### config.mk
export PLATFORM = sky130hd
export DESIGN_NAME = hazard_scoreboard
export DESIGN_NICKNAME = d
export VERILOG_FILES = /design/src/rtl/hazard_pkg.sv /design/src/rtl/hazard_src_check.sv /design/src/rtl/hazard_scoreboard.sv
export SDC_FILE = /design/constraint.sdc
export NUM_CORES = 1
export LEC_CHECK = 0
export CAP_MARGIN = 20
export CORE_AREA = 2 2 68 70
export DETAILED_ROUTE_END_ITERATION = 10
export DIE_AREA = 0 0 70 72
export GPL_TIMING_DRIVEN = 0
export SLEW_MARGIN = 20
export SYNTH_ARGS = -nofsm -noshare
export SYNTH_HDL_FRONTEND = slang
export SYNTH_SLANG_ARGS = --single-unit
### constraint.sdc
create_clock -name clk -period 1.8 [get_ports clk]
set_input_delay 0.18 -clock clk [delete_from_list [all_inputs] [get_ports clk]]
set_output_delay 0.18 -clock clk [all_outputs]
set_load 0.02 [all_outputs]
### src/rtl/hazard_pkg.sv
// hazard_pkg: shared types and helpers for the hazard/forwarding scoreboard.
//   sb_entry_t  : one tracked writer (valid, destination register, load flag)
//   FWD_SEL_RF  : forwarding select meaning "use the ID/EX register value"
//   fwd_ready() : whether a writer found at a stage can forward to a consumer
//                 that is entering EX.
package hazard_pkg;

  // Widest register address the entry type can hold; narrower addresses
  // are zero-extended into it.
  localparam int RD_MAX_W = 8;

  localparam int FWD_SEL_RF = 0;

  typedef struct packed {
    logic                valid;
    logic [RD_MAX_W-1:0] rd;
    logic                is_load;
  } sb_entry_t;

  // A producer matched at stage_idx sits at stage_idx+1 once the consumer
  // is in EX. Non-load results exist from stage 1 on; load data only from
  // load_ready_stage on.
  function automatic logic fwd_ready(input int   stage_idx,
                                     input logic is_load,
                                     input int   load_ready_stage);
    return !is_load || ((stage_idx + 1) >= load_ready_stage);
  endfunction

endpackage

### src/rtl/hazard_src_check.sv
// hazard_src_check: compares one decode-stage source against the tracked
// writers and returns the load-use hazard flag and the forwarding select.
//   src_addr_i : source register address
//   src_used_i : source is actually read
//   entries_i  : tracked writers, index 0 = EX
//   hazard_o   : youngest matching writer is a load whose data is not ready
//   sel_o      : forwarding select (0 = register value, k = stage k output)
module hazard_src_check
  import hazard_pkg::*;
#(
  parameter int NUM_STAGES       = 3,
  parameter int REG_ADDR_W       = 5,
  parameter int LOAD_READY_STAGE = 2,
  parameter int SEL_W            = $clog2(NUM_STAGES)
) (
  input  logic [REG_ADDR_W-1:0] src_addr_i,
  input  logic                  src_used_i,
  input  sb_entry_t             entries_i [NUM_STAGES],
  output logic                  hazard_o,
  output logic [SEL_W-1:0]      sel_o
);

  logic found;

  // Scan from youngest (stage 0) to oldest; the first hit wins. The last
  // stage is skipped because the register file writes through.
  always_comb begin
    hazard_o = 1'b0;
    sel_o    = SEL_W'(FWD_SEL_RF);
    found    = 1'b0;
    if (src_used_i && (src_addr_i != '0)) begin
      for (int k = 0; k < NUM_STAGES - 1; k++) begin
        if (!found && entries_i[k].valid &&
            (entries_i[k].rd == RD_MAX_W'(src_addr_i))) begin
          found = 1'b1;
          if (fwd_ready(k, entries_i[k].is_load, LOAD_READY_STAGE)) begin
            sel_o = SEL_W'(k + 1);
          end else begin
            hazard_o = 1'b1;
          end
        end
      end
    end
  end

endmodule

### src/rtl/hazard_scoreboard.sv
// hazard_scoreboard: tracks in-flight register writers through NUM_STAGES
// post-decode stages, raises the load-use stall/bubble and produces
// registered forwarding selects aligned with the instruction's EX cycle.
//   clk, rst            : clock, asynchronous active-high reset
//   id_*                : decode-stage instruction description
//   flush               : kill the ID instruction
//   ext_stall           : freeze all state this cycle
//   stall, bubble       : hold PC/IF-ID and insert NOP into ID/EX (equal)
//   ex_fwd_sel          : per-source forwarding selects for the EX instruction
//   stage_valid         : per-stage valid writer flags
module hazard_scoreboard
  import hazard_pkg::*;
#(
  parameter int NUM_STAGES       = 3,
  parameter int NUM_SRC          = 2,
  parameter int REG_ADDR_W       = 5,
  parameter int LOAD_READY_STAGE = 2,
  parameter int SEL_W            = $clog2(NUM_STAGES)
) (
  input  logic                          clk,
  input  logic                          rst,
  input  logic                          id_valid,
  input  logic [NUM_SRC*REG_ADDR_W-1:0] id_src_addr,
  input  logic [NUM_SRC-1:0]            id_src_used,
  input  logic [REG_ADDR_W-1:0]         id_rd,
  input  logic                          id_regwrite,
  input  logic                          id_is_load,
  input  logic                          flush,
  input  logic                          ext_stall,
  output logic                          stall,
  output logic                          bubble,
  output logic [NUM_SRC*SEL_W-1:0]      ex_fwd_sel,
  output logic [NUM_STAGES-1:0]         stage_valid
);

  sb_entry_t                stage_q [NUM_STAGES];
  sb_entry_t                stage_d [NUM_STAGES];
  logic [NUM_SRC*SEL_W-1:0] fwd_sel_q, fwd_sel_d;
  logic [NUM_SRC*SEL_W-1:0] cand_sel;
  logic [NUM_SRC-1:0]       src_hazard;
  sb_entry_t                id_entry;
  logic                     accept;

  for (genvar gi = 0; gi < NUM_SRC; gi++) begin : g_src
    hazard_src_check #(
      .NUM_STAGES      (NUM_STAGES),
      .REG_ADDR_W      (REG_ADDR_W),
      .LOAD_READY_STAGE(LOAD_READY_STAGE),
      .SEL_W           (SEL_W)
    ) u_check (
      .src_addr_i(id_src_addr[gi*REG_ADDR_W +: REG_ADDR_W]),
      .src_used_i(id_src_used[gi]),
      .entries_i (stage_q),
      .hazard_o  (src_hazard[gi]),
      .sel_o     (cand_sel[gi*SEL_W +: SEL_W])
    );
  end

  for (genvar gi = 0; gi < NUM_STAGES; gi++) begin : g_valid
    assign stage_valid[gi] = stage_q[gi].valid;
  end

  // Writes to r0 are architecturally discarded, so they are never tracked.
  always_comb begin
    id_entry.valid   = id_regwrite && (id_rd != '0);
    id_entry.rd      = RD_MAX_W'(id_rd);
    id_entry.is_load = id_is_load;
  end

  assign stall  = id_valid && (|src_hazard) && !flush && !ext_stall;
  assign bubble = stall;
  assign accept = id_valid && !stall && !flush;

  always_comb begin
    stage_d[0] = accept ? id_entry : '0;
    for (int i = 1; i < NUM_STAGES; i++) begin
      stage_d[i] = stage_q[i-1];
    end
    fwd_sel_d = accept ? cand_sel : '0;
  end

  always_ff @(posedge clk or posedge rst) begin
    if (rst) begin
      for (int i = 0; i < NUM_STAGES; i++) begin
        stage_q[i] <= '0;
      end
      fwd_sel_q <= '0;
    end else if (!ext_stall) begin
      for (int i = 0; i < NUM_STAGES; i++) begin
        stage_q[i] <= stage_d[i];
      end
      fwd_sel_q <= fwd_sel_d;
    end
  end

  assign ex_fwd_sel = fwd_sel_q;

endmodule

==> results of run 1 <==
[final cells by class]
| class | count | area [um^2] |
|---|---|---|
| Buffer | 6 | 42.5 |
| Clock buffer | 3 | 41.3 |
| Inverter | 2 | 7.51 |
| Timing Repair Buffer | 35 | 330 |
| Multi-Input combinational cell | 81 | 609 |
| Sequential cell | 18 | 453 |
| Fill cell | 425 | 2720 |
| Tap cell | 52 | 65.1 |
[power by group]
| group | leakage (nW) | internal (mW) | switching, mW |
|---|---|---|---|
| Combinational | 0.375 | 0.112 | 0.0917 |
| Clock | 0.0216 | 0.148 | 0.122 |
| Sequential | 0.242 | 0.426 | 0.0273 |
[registers in the layout (all words and copies together), names as in the netlist]
| name | flops |
|---|---|
| stage_d | 11 |
| ex_fwd_sel | 4 |
| stage_valid | 3 |
[timing repair]
item,4_1_cts,5_1_grt
resized for setup,29,1
hold endpoints to repair,0,0
setup buffers,9,1
endpoints found under the setup margin,2,5
pin swaps,9,5
[through the flow]
step | std cells | power, mW | util | setup TNS, ns
final | 197 | 0.927 | 0.363 | -0.454
after global routing | 197 | 0.974 | 0.363 | -0.674
after CTS | 201 | 0.946 | 0.374 | -0.942
after detailed placement | 190 | 0.656 | 0.342 | -3.34
after global placement | 190 | 0.650 | 0.342 | -3.08
after floorplan | 107 | 0.562 | - | 0
[kinds of logic (layout without fill, tap and decap cells)]
logic type / Yosys count / count (layout) / share of synthesized area
and+or+nand+nor: 39 / 39 / 0.197
xor gates and xnor gates: 20 / 20 / 0.162
DFF: 18 / 18 / 0.418
AOI/OAI and AO/OA: 15 / 15 / 0.107
muxes: 7 / 7 / 0.0731
buffers and inverters: 8 / 46 / 0.0429
[cell usage in the layout (no fill, tap or decap), drive strengths merged, types with 6 or more instances in the layout]
cell type      count
clkdlybuf4s50     21
mux2               7
dfrtp             18
nand2             19
dlygate4sd2        8
xor2               8
o21ai              8
xnor2             12
buf               11
nand3              6
[worst max-delay path, stage by stage, from the launching register on]
cell and delay, ns:
dfrtp_2 0.44, xor2_1 0.18, nor4_2 0.32, nand3_1 0.17, a21oi_4 0.16, and2_4 0.16
buf_6 0.09, buf_6 0.10
[layer usage]
| layer | track usage | vias to the layer above | part of all wire |
|---|---|---|---|
| met4 | 0.0556 | 0 | 0.0080 |
| met3 | 0.0194 | 2 | 0.044 |
| li1 | - | 447 | - |
| met2 | 0.183 | 23 | 0.48 |
| met5 | 0 | - | 0 |
| met1 | 0.149 | 428 | 0.47 |
[worst min path at each step]
| stage | to | slack [ns] | from | cells after the start |
|---|---|---|---|---|
| finish | stage_valid[2]$_DFFE_PP0N_ | 0.32 | rst | 2 |
| global route | ex_fwd_sel[1]$_DFFE_PP0N_ | 0.38 | rst | 2 |
| CTS | stage_valid[2]$_DFFE_PP0N_ | 0.34 | rst | 2 |
| detailed placement | ex_fwd_sel[3]$_DFFE_PP0N_ | 0.49 | ex_fwd_sel[3]$_DFFE_PP0N_ | 1 |
| global placement | ex_fwd_sel[3]$_DFFE_PP0N_ | 0.48 | ex_fwd_sel[3]$_DFFE_PP0N_ | 1 |
| floorplan | ex_fwd_sel[0]$_DFFE_PP0N_ | 0.12 | rst | 1 |
==> results.json, run 1 <==
{
  "rsz0062_at_grt": "yes",
  "crit_path_start": "stage_d[13]$_DFFE_PP0N_",
  "synth_common_cells": "dfrtp_1, nand2_1, xnor2_1",
  "ys_seq_elements": 18,
  "slew_headroom": 0.560,
  "holdWs_ns": 0.319,
  "via_count": 900,
  "max_freq_ghz": 0.490,
  "area_growth_pct": 43.6,
  "power_density_mw_per_mm2": 599,
  "syn_avg_cell_area_um2": 10.1,
  "cts_tree": "done",
  "fin_skew_ns": 0.00445,
  "final_nets": 171,
  "drtIter0Drc": 33,
  "layout-drive-gt1-share": 0.228,
  "r2r-start": "stage_d[13]$_DFFE_PP0N_",
  "hp-class": "primary input to asynchronous set/reset pin",
  "ys_warn_count": 0,
  "fp-row-count": 24,
  "setup_viol": 2,
  "finalCritPeriodShare": 1.13,
  "slew_violations": 0,
  "critPathLaunchType": "flip-flop",
  "path_clk_slew_ns": 0.06,
  "period_needed_ns": 2.04,
  "syn_area_mm2": 0.00108,
  "ys_types": 27,
  "gp_congestion": 0.827,
  "ant_nets": 0,
  "drc": 0,
  "antenna_found_initial": 0,
  "clockBufferDepth": 2,
  "die_y_um": 72,
  "grt_max_degree": 19,
  "core-area_mm2": 0.00426,
  "h-tree-depth": 1,
  "vias_per_cell": 4.57,
  "r2r_cells": 6,
  "end_kind": "primary output",
  "synth_top_area_frac": 0.418,
  "gr-total-overflow": 0,
  "synth_edf_count": 0,
  "insertion_delay_ns": 0.25,
  "grt_usage": 0.114,
  "grt_pass1_wl_mm": 4.57,
  "dpl_worst_slack_ns": -0.996,
  "fin_ws_ns": -0.243,
  "async_flop_share": 1.00,
  "io_pins": 33,
  "p_leak_nw": 0.638,
  "fin_area_mm2": 0.00155,
  "finalHoldViolCount": 0,
  "syn-num-nets": 131,
  "critPathRequiredTime_ns": 1.62,
  "numCtsBuffers": 3,
  "path_max_fanout": 4,
  "netlist_top_cells_area": "dfrtp_1, xnor2_1, mux2_2, xor2_1, nand2_1",
  "place_area_mm2": 0.00146,
  "routed_wl_mm": 2.61,
  "root_buffer": "clkbuf_8",
  "antenna_cells": 0,
  "grt_pass1_vias": 993,
  "die_area_mm2": 0.00504,
  "hold_buffers": 0,
  "rrSetupSlack_ns": 0.17,
  "failed_checks": "setup timing",
  "worstReg2RegEnd": "ex_fwd_sel[3]$_DFFE_PP0N_",
  "crit_path_end": "stall",
  "critical_path_class": "flip-flop to primary output",
  "worst_pin_slew_ns": 0.659,
  "cp.arrival_ns": 1.86,
  "ir_worst_vdd_mv": 0.195,
  "fp.dieW_um": 70,
  "ys_seq_area_frac": 0.418,
  "cap_violations": 0,
  "cts_num_sinks": 18,
  "drt-wirelength-per-cell_um": 13.3,
  "start_util": 0.253,
  "yosysTopAreaCell": "dfrtp_1",
  "netlist_instances": 107,
  "synth_flop_cell": "dfrtp_1",
  "firstDrtPassIters": 4,
  "port_buffers": 31,
  "dp_hpwl_mm": 2.07,
  "outcome": "complete, but fails checks"
}
Power figures use the tool's default switching activity.
==> run 2, diff against run 1 <==
--- a/config.mk
+++ b/config.mk
@@ -10,7 +10,7 @@
 export DETAILED_ROUTE_END_ITERATION = 10
 export DIE_AREA = 0 0 70 72
 export GPL_TIMING_DRIVEN = 0
-export SLEW_MARGIN = 20
+export SLEW_MARGIN = 40
 export SYNTH_ARGS = -nofsm -noshare
 export SYNTH_HDL_FRONTEND = slang
 export SYNTH_SLANG_ARGS = --single-unit
==> results of run 2 <==
No change in the layout: final DEF, timing and power equal those of run 1.
